### config.mk
export PLATFORM = sky130hd
export DESIGN_NAME = ir_queue
export DESIGN_NICKNAME = d
export VERILOG_FILES = /design/src/rtl/ir_queue_pkg.sv /design/src/rtl/ir_queue_ptr.sv /design/src/rtl/ir_queue.sv
export SDC_FILE = /design/constraint.sdc
export NUM_CORES = 1
export LEC_CHECK = 0
export CORE_UTILIZATION = 48
export DETAILED_ROUTE_END_ITERATION = 16
export PLACE_DENSITY = 0.7
export SYNTH_ARGS = -nofsm -noshare
export SYNTH_HDL_FRONTEND = slang
export SYNTH_SLANG_ARGS = --single-unit
### constraint.sdc
create_clock -name clk -period 2.1 [get_ports clk]
set_clock_uncertainty 0.1 [all_clocks]
set_input_delay 0.21 -clock clk [delete_from_list [all_inputs] [get_ports clk]]
set_output_delay 0.21 -clock clk [all_outputs]
set_load 0.1 [all_outputs]
### src/rtl/ir_queue_pkg.sv
// Shared constants, types and helpers for the instruction prefetch queue.
// Consumers import this with ir_queue_pkg::*.
package ir_queue_pkg;

    localparam int IRQ_DEPTH = 4;
    localparam int INSTR_W   = 16;

    typedef logic [INSTR_W-1:0] instr_t;

    // Width of an occupancy counter that must represent 0..depth inclusive
    function automatic int irq_cnt_w(input int depth);
        return $clog2(depth + 1);
    endfunction

endpackage

### src/rtl/ir_queue_ptr.sv
// Wrap-around pointer register for the instruction queue.
// clr has priority over inc.
module ir_queue_ptr
    import ir_queue_pkg::*;
#(
    parameter int DEPTH = IRQ_DEPTH
) (
    input  logic                       clk,
    input  logic                       rst,
    input  logic                       clr,
    input  logic                       inc,
    output logic [$clog2(DEPTH)-1:0]   ptr
);

    localparam int PTR_W = $clog2(DEPTH);

    logic [PTR_W-1:0] ptr_q, ptr_d;

    always_comb begin
        ptr_d = ptr_q;
        if (clr) begin
            ptr_d = '0;
        end else if (inc) begin
            ptr_d = (ptr_q == PTR_W'(DEPTH - 1)) ? '0 : ptr_q + PTR_W'(1);
        end
    end

    always_ff @(posedge clk) begin
        if (rst) begin
            ptr_q <= '0;
        end else begin
            ptr_q <= ptr_d;
        end
    end

    assign ptr = ptr_q;

endmodule

### src/rtl/ir_queue.sv
// Instruction prefetch queue between fetch and decode: circular buffer with a separate count.
// Optional same-cycle pass-through when empty is enabled by defining IR_QUEUE_BYPASS_EN.
module ir_queue
    import ir_queue_pkg::*;
#(
    parameter int DATA_W = INSTR_W,
    parameter int DEPTH  = IRQ_DEPTH
) (
    input  logic                          clk,
    input  logic                          rst,
    input  logic                          il_in,
    input  logic [DATA_W-1:0]             ins_in,
    input  logic                          ack_in,
    input  logic                          flush_in,
    output logic [DATA_W-1:0]             ins_out,
    output logic                          valid_out,
    output logic                          full_out,
    output logic [irq_cnt_w(DEPTH)-1:0]   count_out,
    output logic                          ovf_out
);

    localparam int PTR_W = $clog2(DEPTH);
    localparam int CNT_W = irq_cnt_w(DEPTH);

    logic [DATA_W-1:0] mem_q [DEPTH];
    logic [CNT_W-1:0]  count_q, count_d;
    logic              ovf_q, ovf_d;
    logic [PTR_W-1:0]  wr_ptr, rd_ptr;
    logic              empty, full, byp, byp_take, pop_mem, push;

    assign empty = (count_q == '0);
    assign full  = (count_q == CNT_W'(DEPTH));

`ifdef IR_QUEUE_BYPASS_EN
    assign byp = empty && il_in && !flush_in && !rst;
`else
    assign byp = 1'b0;
`endif

    // A bypassed word that is acked in the same cycle is consumed and never stored
    assign byp_take = byp && ack_in;
    assign pop_mem  = ack_in && !empty;
    assign push     = il_in && (!full || pop_mem) && !byp_take && !flush_in;

    ir_queue_ptr #(.DEPTH(DEPTH)) u_wr_ptr (
        .clk (clk),
        .rst (rst),
        .clr (flush_in),
        .inc (push),
        .ptr (wr_ptr)
    );

    ir_queue_ptr #(.DEPTH(DEPTH)) u_rd_ptr (
        .clk (clk),
        .rst (rst),
        .clr (flush_in),
        .inc (pop_mem),
        .ptr (rd_ptr)
    );

    always_comb begin
        count_d = count_q;
        ovf_d   = ovf_q;
        if (flush_in) begin
            count_d = '0;
            ovf_d   = 1'b0;
        end else begin
            case ({push, pop_mem})
                2'b10:   count_d = count_q + CNT_W'(1);
                2'b01:   count_d = count_q - CNT_W'(1);
                default: count_d = count_q;
            endcase
            if (il_in && full && !pop_mem) begin
                ovf_d = 1'b1;
            end
        end
    end

    always_ff @(posedge clk) begin
        if (rst) begin
            count_q <= '0;
            ovf_q   <= 1'b0;
        end else begin
            count_q <= count_d;
            ovf_q   <= ovf_d;
        end
    end

    always_ff @(posedge clk) begin
        if (!rst && push) begin
            mem_q[wr_ptr] <= ins_in;
        end
    end

    assign valid_out = !empty || byp;
    assign ins_out   = !empty ? mem_q[rd_ptr] : (byp ? ins_in : '0);
    assign full_out  = full;
    assign count_out = count_q;
    assign ovf_out   = ovf_q;

    a_full_count : assert property (@(posedge clk) disable iff (rst)
        full_out |-> (count_out == CNT_W'(DEPTH)));
    a_empty_zero : assert property (@(posedge clk) disable iff (rst)
        !valid_out |-> (ins_out == '0));
    a_count_max  : assert property (@(posedge clk) disable iff (rst)
        count_out <= CNT_W'(DEPTH));

endmodule

-- Yosys cells after proc, flatten, opt, wreduce, memory -nomap -nowiden
Memory sizes are Yosys's and may differ from the RTL's. A register that Yosys moved wholly into a read port is not among the register bits.
Index checks and enable logic that the tools add are counted.
- register bits after elaboration: 8
- RAM bits: 64
- bits of input ports: 21
- output and inout bits: 22
- word-level logic and storage cells: 37
- memories: 1
- add/subtract/negate cells: 4
- eq/ne operators: 5
- mux-type cells: 8
- reduce and logical (&&, ||, !) cells: 15
- memory list (name ; depth ; bits a word ; rd ports ; clocked after Yosys merged registers in ; write ports ; line ; text):
    mem_q ; 4 ; 16 ; 1 ; 1 ; 1 ; ir_queue.sv:25 ; logic [DATA_W-1:0] mem_q [DEPTH];
- operators by type and width (operator ; number):
    two-way mux 16 bit ; 1
    two-way mux 2 bit ; 4
    equality test 2 bit (second input constant) ; 3
    logical AND 1 bit ; 6
    case mux 3 bit (2 select lines) ; 1
    zero test 1 bit ; 5
    adder 2 x 1 -> 2 bit (second input constant) ; 2
    adder 3 x 1 -> 3 bit (second input constant) ; 1
    equality test 3 bit (second input constant) ; 1
    zero test 3 bit ; 1
    subtractor 3 x 1 -> 3 bit (second input constant) ; 1
    equality test 2 x 1 -> 1 bit (second input constant) ; 1
    two-way mux 1 bit ; 2
    nonzero test 2 bit ; 1
    OR reduction 2 bit ; 1
    logical OR 1 bit ; 1

-- Logic depth before layout (Yosys ltp)
Gate-level depths: netlist of the first run.
- depth after elaboration: 9
- gate-level depth with buffers: 8
- mapped depth without buffers: 8

-- Modules after synthesis
Synthesis of the first run repeated with hierarchy kept, for this count alone.
- cells, all modules: 151
- area total of the unflattened synthesis: 2975.4 µm²
- by module, submodules not included (module ; instances ; cells an instance ; area each (µm²) ; seq. area each (µm²)):
    ir_queue ; 1 ; 135 ; 2785.2 ; 2001.9
    ir_queue_ptr ; 2 ; 8 ; 95.1 ; 40.0

-- Least setup slack after synthesis of the first run
OpenSTA, ideal clock, no wires.
- path kind: reg2reg
- from: register count_q[2], in the netlist count_out[2]
- to: register ovf_q, in the netlist ovf_out
- library setup time: 0.074 ns
- arrival: 3.740 ns
- required time: 1.926 ns
- path slack: -1.814 ns
- cell stages (with the launch flop): 4
- path buffers: 0
- clock period less this slack: 3.914 ns
- cell sequence: dfxtp_1 nor3b_1 a31oi_1 nor2_1
- elaborated cells on any way between the ends: 7
- classes of those cells: 1 x eq/ne; 6 x reduce/logical
- RTL lines (what ; line ; text):
    start: declaration ; ir_queue.sv:26 ; logic [CNT_W-1:0] count_q, count_d;
    start signal: assignment ; ir_queue.sv:84 ; count_q <= count_d;
    equality test 3 bit ; ir_queue.sv:32 ; assign full = (count_q == CNT_W'(DEPTH));
    via full_out ; ir_queue.sv:17 ; output logic full_out,
    logical AND 1 bit (2 in a row) ; ir_queue.sv:73 ; if (il_in && full && !pop_mem) begin
    end signal: assignment ; ir_queue.sv:85 ; ovf_q <= ovf_d;
    end: declaration ; ir_queue.sv:27 ; logic ovf_q, ovf_d;
The timed path passes the listed nets, and every way through them passes these cells.
A chain may end at the register's enable or synchronous reset.

-- Final worst setup path of the first run
- from: register count_q[1], in the netlist count_out[1]
- to: register count_q[2], in the netlist count_out[2]
- cells in the longest elaborated chain, start to end: 8
- elaborated cells on any way between the ends: 14
- classes of those cells: 2 x add/sub; 3 x eq/ne; 1 x mux; 8 x reduce/logical
- RTL lines (what ; line ; text):
    zero test 3 bit ; ir_queue.sv:31 ; assign empty = (count_q == '0);
    zero test 1 bit ; -- ;
    logical AND 1 bit ; ir_queue.sv:42 ; assign pop_mem = ack_in && !empty;
    logical OR 1 bit ; ir_queue.sv:43 ; assign push = il_in && (!full || pop_mem) && !byp_take && !flush_in;
    logical AND 1 bit (2 in a row) ; ir_queue.sv:43 ;
    equality test 2 x 1 -> 1 bit or equality test 2 bit (tied branches) ; ir_queue.sv:68 ; case ({push, pop_mem})
    case mux 3 bit (2 select lines) or nonzero test 2 bit (tied branches) ; -- ;
Several ways; a longest one is shown, not always the timed one.

==> metrics.txt, run 1 <==
outcome finished with violations; failing checks negative setup slack; setup_tns -0.0148 ns; clk_lat worst skew around 0.33 ns; die area 0.00662 mm^2; gpl congestion 0.743; Final WS setup -0.0148 ns; Hold WS around 0.41 ns; crit path from count_out[1]; CTS tree yes; initial antenna violation count 0; routed len/inst about 17 um; Post-Synthesis Cells roughly 160; metal3 WL 158 um; WL final 5440 um; Worst Reg-to-Reg Cells 8; Worst VDD drop 0.489 mV; fraction of layout cells with a size suffix above 1 0.405; Setup crit end kind register; worst hold start ovf_out; # clock sinks 74; Non-Filler Instances 312; placed cells 295; FF+latch count, synth 74; actual slew at the worst max-slew pin 0.286 ns; HP Class register to register; vias in the first global route 1,762; Ys Warns 0; Pleak 1.45 nW; WL met1 2190 um; PD cells 690 mW/mm^2; pin count of the biggest net entering global routing 18; CTS H-tree lvls 3; drt pass-1 iters 4; Critical Path RT around 2.3 ns; CP Data Arrival Time 2.28 ns; Fmax 0.473 GHz; post-route ant nets 0; max-capacitance violation count 0; nets@finish 260; Core ar. 0.00599 mm^2; total gr overflow 0; initial cell density of the core 0.505; Top Metal Used met4; post-DR vias/cell 5.28; hold depth 2; gr usage total 0.180; fin crit share 1.01; Die H 81.4 um; Antenna Cells 0; DP HPWL 3770 um; I/O pin cnt 43; clock-pin slew on the worst setup and hold paths 0.07 ns; synthesis-to-layout area growth 35.6%; startpoint class of the critical path register; global-route wire length before repair roughly 8400 um; commonest non-fill, non-tap cell in the layout edfxtp_1; post-synthesis sequential area ratio 0.701; Power Total 0.00283 W; Rel. slew slack 0.808; routed via count 1,648; 1st-iter DRT viols 138; RSZ-0062 raised after global routing true; number of buffers added on ports 42; post-layout min period 2.11 ns; DRC Markers 0; Pins Over Slew Limit 0; Inserted Clock Buffers 9; worst-path maximum fanout 2; Die X 81.4 um; post-synthesis cell type count 30; final setup violation count 1; most frequent cells in the layout edfxtp_1, buf_4, clkdlybuf4s50_1; root buf cell clkbuf_8; Hold Violations, Final 0; synthesized area per cell roughly 19 um^2; clock buffer depth 2; critical path type register to register; num rows 28; mapped cell area 0.00303 mm^2; met2 WL post-DR 3000 um; synthesized net count around 190; reg2reg start count_out[1]
[cell families (layout without fill, tap and decap cells)]
logic type	after synthesis	count (layout)	synth area share
AO/OA/AOI/OAI	9	9	0.0161
multiplexers	17	17	0.130
adder cells (fa/ha/maj)	7	7	0.0314
flip-flops	74	74	0.701
AND/OR/NAND/NOR	39	39	0.0868
buffers and inverters	15	89	0.0285
XOR/XNOR	2	2	0.00579
[final cells by class]
| cell class | instances | area [um^2] |
|---|---|---|
| inverter | 9 | 33.8 |
| clock buffer | 11 | 131 |
| clock inverter | 5 | 21.3 |
| sequential | 74 | 2140 |
| tap | 75 | 93.8 |
| multi-input combinational | 74 | 901 |
| fill | 396 | 1890 |
| timing repair buffer | 64 | 786 |
[through the flow]
step,utilization,worst slack [ns],instance area [um^2]
final,0.685,-0.0148,4100
after global routing,0.685,-0.0868,4100
after CTS,0.681,-0.0131,4080
after detailed placement,0.656,-0.301,3930
after global placement,0.656,-0.197,3930
after floorplan,-,-0.127,3120
[critical path, stage by stage, from the launching register on]
cell,delay (ns)
dfxtp_4,0.36
nor4b_4,0.29
or3_1,0.15
ha_2,0.18
inv_2,0.04
fa_2,0.33
xor2_1,0.15
or3_1,0.33
a21oi_2,0.12
[path summary, 6_finish.rpt]
path | endpoint | slack (ns)
min reg2reg | ovf_out | 0.41
max | count_out[2] | -0.01
max reg2reg | count_out[2] | -0.01
min | ovf_out | 0.41
[per-layer routing]
layer,vias up,global-route usage
li1,768,-
met1,832,0.202
met2,40,0.328
met3,8,0.0303
met4,0,0.0911
met5,-,0
[flip-flops by register name (all words and copies together), names as in the netlist, named ones only]
| signal | count |
|---|---|
| ovf_out | 1 |
| u_wr_ptr.ptr | 2 |
| mem_q | 64 |
| count_out | 3 |
| u_rd_ptr.ptr | 2 |
[what timing repair did]
item / CTS / global route
gates cloned: 0 / 1
endpoints found under the hold margin: 0 / 0
pin swaps: 0 / 2
endpoints found under the setup margin: 6 / 3
hold buffers: 0 / 0
gates resized for setup: 3 / 4
setup buffers: 0 / 0
[synth_stat cells]
master | count | area share
edfxtp_1 | 64 | 0.64
nor2b_1 | 12 | 0.025
dfxtp_1 | 10 | 0.066
mux4_2 | 10 | 0.074
inv_1 | 9 | 0.011
ha_1 | 6 | 0.025
mux4_1 | 6 | 0.052
nor2_1 | 6 | 0.0074
a21oi_1 | 4 | 0.0066
and3_1 | 4 | 0.0083
nand2_1 | 4 | 0.0050
nor2b_4 | 4 | 0.018
o21ai_0 | 3 | 0.0050
or3_1 | 3 | 0.0062
buf_2 | 2 | 0.0033
xor2_1 | 2 | 0.0058
a31oi_1 | 1 | 0.0021
buf_12 | 1 | 0.0066
buf_4 | 1 | 0.0025
buf_6 | 1 | 0.0037
clkbuf_1 | 1 | 0.0012
fa_1 | 1 | 0.0066
mux2i_1 | 1 | 0.0033
nand3_1 | 1 | 0.0017
nor3_2 | 1 | 0.0033
nor3b_1 | 1 | 0.0025
nor4b_2 | 1 | 0.0050
o31ai_1 | 1 | 0.0025
or2_2 | 1 | 0.0021
or4_1 | 1 | 0.0025
[power breakdown]
part,internal (W),switching (W)
clock network,0.000414,0.000471
registers,0.00161,0.00000723
logic,0.000140,0.000191
Power figures use the tool's default switching activity.
==> inputs of run 2 (changes only) <==
--- a/config.mk
+++ b/config.mk
@@ -7,7 +7,7 @@
 export LEC_CHECK = 0
 export CORE_UTILIZATION = 48
 export DETAILED_ROUTE_END_ITERATION = 16
-export PLACE_DENSITY = 0.7
+export PLACE_DENSITY = 0.83
 export SYNTH_ARGS = -nofsm -noshare
 export SYNTH_HDL_FRONTEND = slang
 export SYNTH_SLANG_ARGS = --single-unit
==> run 2 against run 1 <==
  * The flow now finishes without violations
  * Cell area rose by 3.0%
  * Final cell count fell by 0.96%
  * Hold slack lost 0.018 ns
  * Core utilization up 2.0 points
  * Sequential power about the same
  * Power is 15% higher
  * Global-route usage increased by 0.36 points
  * Non-clock buffer count fell by 3
  * Critical path type unchanged
==> metrics.txt, run 2 (same netlist as run 1, synthesis figures left out) <==
Fmax roughly 0.48 GHz; fin crit share 0.989; startpoint class of the critical path register; Antenna Cells 0; max-capacitance violation count 0; vias in the first global route approximately 1,700; root buf cell clkbuf_8; CTS H-tree lvls 3; Non-Filler Instances 309; routed via count 1,625; initial cell density of the core 0.505; dpl cell area a little under 0.004 mm^2; DRC Markers 0; initial antenna violation count 0; Die X 81.4 um; Reg with most FFs mem_q; cts hold-fix bufs 0; clock buffer depth 2; Worst VDD drop ~0.51 mV; post-DR vias/cell roughly 5.3; CTS tree yes; pin count of the biggest net entering global routing 18; max reg flops 64; DP HPWL between 3000 and 4000 um; Critical Path RT 2.28 ns; gr usage total 0.184; 1st-iter DRT viols 73; Rel. slew slack 0.795; Die H 81.4 um; synthesis-to-layout area growth 39.7%; HP Class register to register; number of buffers added on ports 42; dpl ws -0.280 ns; post-layout min period 2.08 ns; Power Total 0.00325 W; actual slew at the worst max-slew pin 0.306 ns; clk_lat worst skew 0.34 ns; routed len/inst 17.1 um; CP Data Arrival Time 2.25 ns; num rows 28; PD cells 770 mW/mm^2; worst-path maximum fanout 2; I/O pin cnt 43; placed cells 291; WL final approximately 5300 um; fill count 363; Pins Over Slew Limit 0; critical path type register to register; post-route ant nets 0; drt pass-1 iters 4; most frequent cells in the layout edfxtp_1, buf_12, clkdlybuf4s50_1; FF/Latch Area 0.00214 mm^2; # clock sinks 74; nets@finish 257; Core ar. 0.00599 mm^2; total gr overflow 0; RSZ-0062 raised after global routing true; area occupied by multi-input gates 925 um^2; Hold Violations, Final 0; final setup violation count 0; die area between 0.006 and 0.007 mm^2; top flop regs mem_q: 64 flops, count_out: 3 flops; gpl congestion 0.706; commonest non-fill, non-tap cell in the layout edfxtp_1; fraction of layout cells with a size suffix above 1 0.410; clock-pin slew on the worst setup and hold paths 0.07 ns; Worst Reg-to-Reg Cells 8; Inserted Clock Buffers 9; final core utilization 0.705; Setup crit end kind register; Final Instance Area 0.00423 mm^2; global-route wire length before repair 8400 um; outcome finished clean; Pleak 1.49 nW; Final WS setup between 0.02 and 0.025 ns; hold depth 2
[run 2: cell count changes in the layout (fill, tap and decap cells not counted), sizes merged]
cell	before	now
clkinv	5	0
bufinv	0	3
buf	43	41
clkbuf	12	10
clkinvlp	0	2
inv	9	10
[run 2: per-layer routing]
layer,wire (um),vias to the layer above,GRT usage
met5,0,-,0
met4,80,0,0.0696
met3,263,10,0.0539
met2,2720,49,0.312
met1,2220,807,0.221
li1,-,759,-
[run 2: repair_timing]
item                                    CTS  global route
pin swaps                                 0             1
endpoints found under the setup margin   14             8
cloned                                    0             0
resized for setup                         3            10
buffers inserted                          1             1
[run 2: critical path, stage by stage (launching register included)]
cell,delay [ns]
dfxtp_4,0.36
nor4b_4,0.28
or3_1,0.15
ha_2,0.18
inv_2,0.04
fa_2,0.33
xor2_1,0.15
or3_1,0.32
a21oi_2,0.11
[run 2: final cells by class]
class | count | area share
sequential | 74 | 0.506
multi-input combinational | 74 | 0.219
timing repair buffer | 61 | 0.188
clock buffer | 10 | 0.0302
clock inverter | 6 | 0.0269
tap | 75 | 0.0222
inverter | 9 | 0.00800
[run 2: final timing paths]
path | to | start | slack (ns)
setup / recovery | count_out[2] | count_out[1] | 0.02
hold / removal | ovf_out | ovf_out | 0.39
setup reg to reg | count_out[2] | count_out[1] | 0.02
hold reg to reg | ovf_out | ovf_out | 0.39
[run 2: per-stage QoR]
step                      TNS [ns]  hold WS, ns
final                            0        0.392
after global routing       -0.0867        0.399
after CTS                        0        0.386
after detailed placement    -0.428        0.374
after global placement      -0.301        0.372
after floorplan             -0.187        0.209
[run 2: power by group]
group	leakage (nW)	total (W)	switching [W]	internal, W
Sequential	0.662	0.00161	0.00000688	0.00161
Combinational	0.716	0.000336	0.000193	0.000143
Clock	0.113	0.00130	0.000509	0.000793
==> inputs of run 3 (changes only) <==
--- a/config.mk
+++ b/config.mk
@@ -5,9 +5,11 @@
 export SDC_FILE = /design/constraint.sdc
 export NUM_CORES = 1
 export LEC_CHECK = 0
-export CORE_UTILIZATION = 48
+export CORE_UTILIZATION = 51
+export CTS_BUF_LIST = sky130_fd_sc_hd__clkbuf_4 sky130_fd_sc_hd__clkbuf_8
 export DETAILED_ROUTE_END_ITERATION = 16
-export PLACE_DENSITY = 0.83
+export PLACE_DENSITY = 0.87
+export SKIP_LAST_GASP = 1
 export SYNTH_ARGS = -nofsm -noshare
 export SYNTH_HDL_FRONTEND = slang
 export SYNTH_SLANG_ARGS = --single-unit
==> run 3 against run 2 <==
  * The run now ends with negative setup slack left
  * Routed wire length grew 8.4%
  * Critical path depth is the same
  * Clock power about the same
  * Largest power group unchanged
  * Highest routed layer unchanged
==> metrics.txt, run 3 (same netlist as run 1, synthesis figures left out) <==
outcome finished with violations; failing checks negative setup slack; combinational power share 0.103; worst-path maximum fanout 2; RSZ-0062 raised after global routing true; total gr overflow 0; root buf cell clkbuf_8; pin count of the biggest net entering global routing 18; routed len/inst 18.5 um; Critical Path RT about 2.3 ns; synthesis-to-layout area growth 38.0%; critical path type register to register; clock share of power 0.404; 1st-iter DRT viols 114; Final Instance Area 0.00417 mm^2; post-layout min period between 2 and 2.5 ns; nets@finish between 200 and 300; actual slew at the worst max-slew pin 0.272 ns; post-route ant nets 0; Rel. slew slack 0.817; initial antenna violation count 0; internal power between 0.002 and 0.003 W; gr usage total 0.205; CTS H-tree lvls 3; PD cells 785 mW/mm^2; CTS tree yes; I/O pin cnt 43; dpl cell area between 0.003 and 0.004 mm^2; initial cell density of the core 0.539; Hold Violations, Final 0; Die H just under 80 um; Pins Over Slew Limit 0; DP HPWL 3880 um; clk_lat worst skew ~0.35 ns; hold depth 2; Setup crit end kind register; max-capacitance violation count 0; Pleak 1.48 nW; Worst VDD drop 0.811 mV; Reg with most FFs mem_q; Inserted Clock Buffers 9; num rows 27; Worst Reg-to-Reg Cells 8; Setup Fix Bufs, Post-CTS 0; gpl congestion 0.723; top flop regs mem_q: 64 flops, count_out: 3 flops; vias in the first global route 1,778; Core ar. approximately 0.0056 mm^2; DRC Markers 0; HP Class register to register; net load switching power 0.000721 W; met2 WL post-DR 3060 um; most frequent cells in the layout edfxtp_1, buf_4, clkdlybuf4s50_1; routed via count 1,693; CP Data Arrival Time 2.29 ns; Antenna Cells 0; # clock sinks 74; Final WS setup -0.0160 ns; number of buffers added on ports 42; Die X 79.0 um; max reg flops 64; fraction of layout cells with a size suffix above 1 0.433; fin crit share 1.01; clock-pin slew on the worst setup and hold paths 0.08 ns; metal3 WL roughly 260 um; post-DR vias/cell roughly 5.5; WL met1 2310 um; drt pass-1 iters 4; Fmax 0.473 GHz; die area 0.00624 mm^2; Top Metal Used met4; Sw Ratio 0.220; WL final 5720 um; global-route wire length before repair 8960 um; startpoint class of the critical path register; Hold WS around 0.39 ns; clock buffer depth 2; Seq pwr share 0.493; final setup violation count 1; commonest non-fill, non-tap cell in the layout edfxtp_1
[run 3: cell count changes in the layout (fill, tap and decap cells not counted), sizes merged]
cell / delta
clkinvlp: -1
inv: -1
clkinv: +2
buf: +4
[run 3: final cells by class]
class / instances / area, um^2
sequential: 74 / 2130
fill: 348 / 1430
multi-input combinational: 74 / 886
timing repair buffer: 65 / 783
clock buffer: 10 / 131
clock inverter: 6 / 115
tap: 72 / 90.1
inverter: 9 / 33.8
[run 3: final timing paths]
path / from / to / slack [ns]
worst max-delay path: count_out[0] / count_out[2] / -0.02
worst min-delay path: ovf_out / ovf_out / 0.39
worst max register to register: count_out[0] / count_out[2] / -0.02
worst min register to register: ovf_out / ovf_out / 0.39
[run 3: what timing repair did]
item,4_1_cts,5_1_grt
hold buffers,0,0
gates resized for setup,3,9
setup endpoints to repair,10,10
pin swaps,1,0
[run 3: critical path, stage by stage (launching register included)]
cell	delay, ns
dfxtp_4	0.35
nor4b_4	0.28
or3_1	0.15
ha_2	0.18
inv_1	0.05
fa_2	0.34
xor2_1	0.16
or3_1	0.31
a21oi_1	0.12
[run 3: layer usage]
layer,vias to the layer above,global-route usage
li1,765,-
met1,869,0.243
met2,50,0.349
met3,9,0.0690
met4,0,0.0745
met5,-,0
[run 3: per-stage QoR]
step	TNS, ns	std cells	utilization	worst slack [ns]	power (W)
floorplan	-0.187	163	-	-0.127	0.00183
global placement	-0.327	294	0.701	-0.236	0.00197
detailed placement	-0.506	294	0.701	-0.350	0.00198
CTS	-0.0621	310	0.746	-0.0286	0.00331
global route	-0.201	310	0.744	-0.114	0.00338
finish	-0.0160	310	0.744	-0.0160	0.00328
[run 3: power by group through the flow]
| stage | Sequential (W) | Clock [W] | Combinational (W) |
|---|---|---|---|
| after CTS | 0.00161 | 0.00135 | 0.000338 |
| after floorplan | 0.00166 | 0 | 0.000173 |
| final | 0.00161 | 0.00133 | 0.000338 |
| after global routing | 0.00162 | 0.00141 | 0.000353 |
| after global placement | 0.00165 | 0 | 0.000329 |
| after detailed placement | 0.00165 | 0 | 0.000336 |
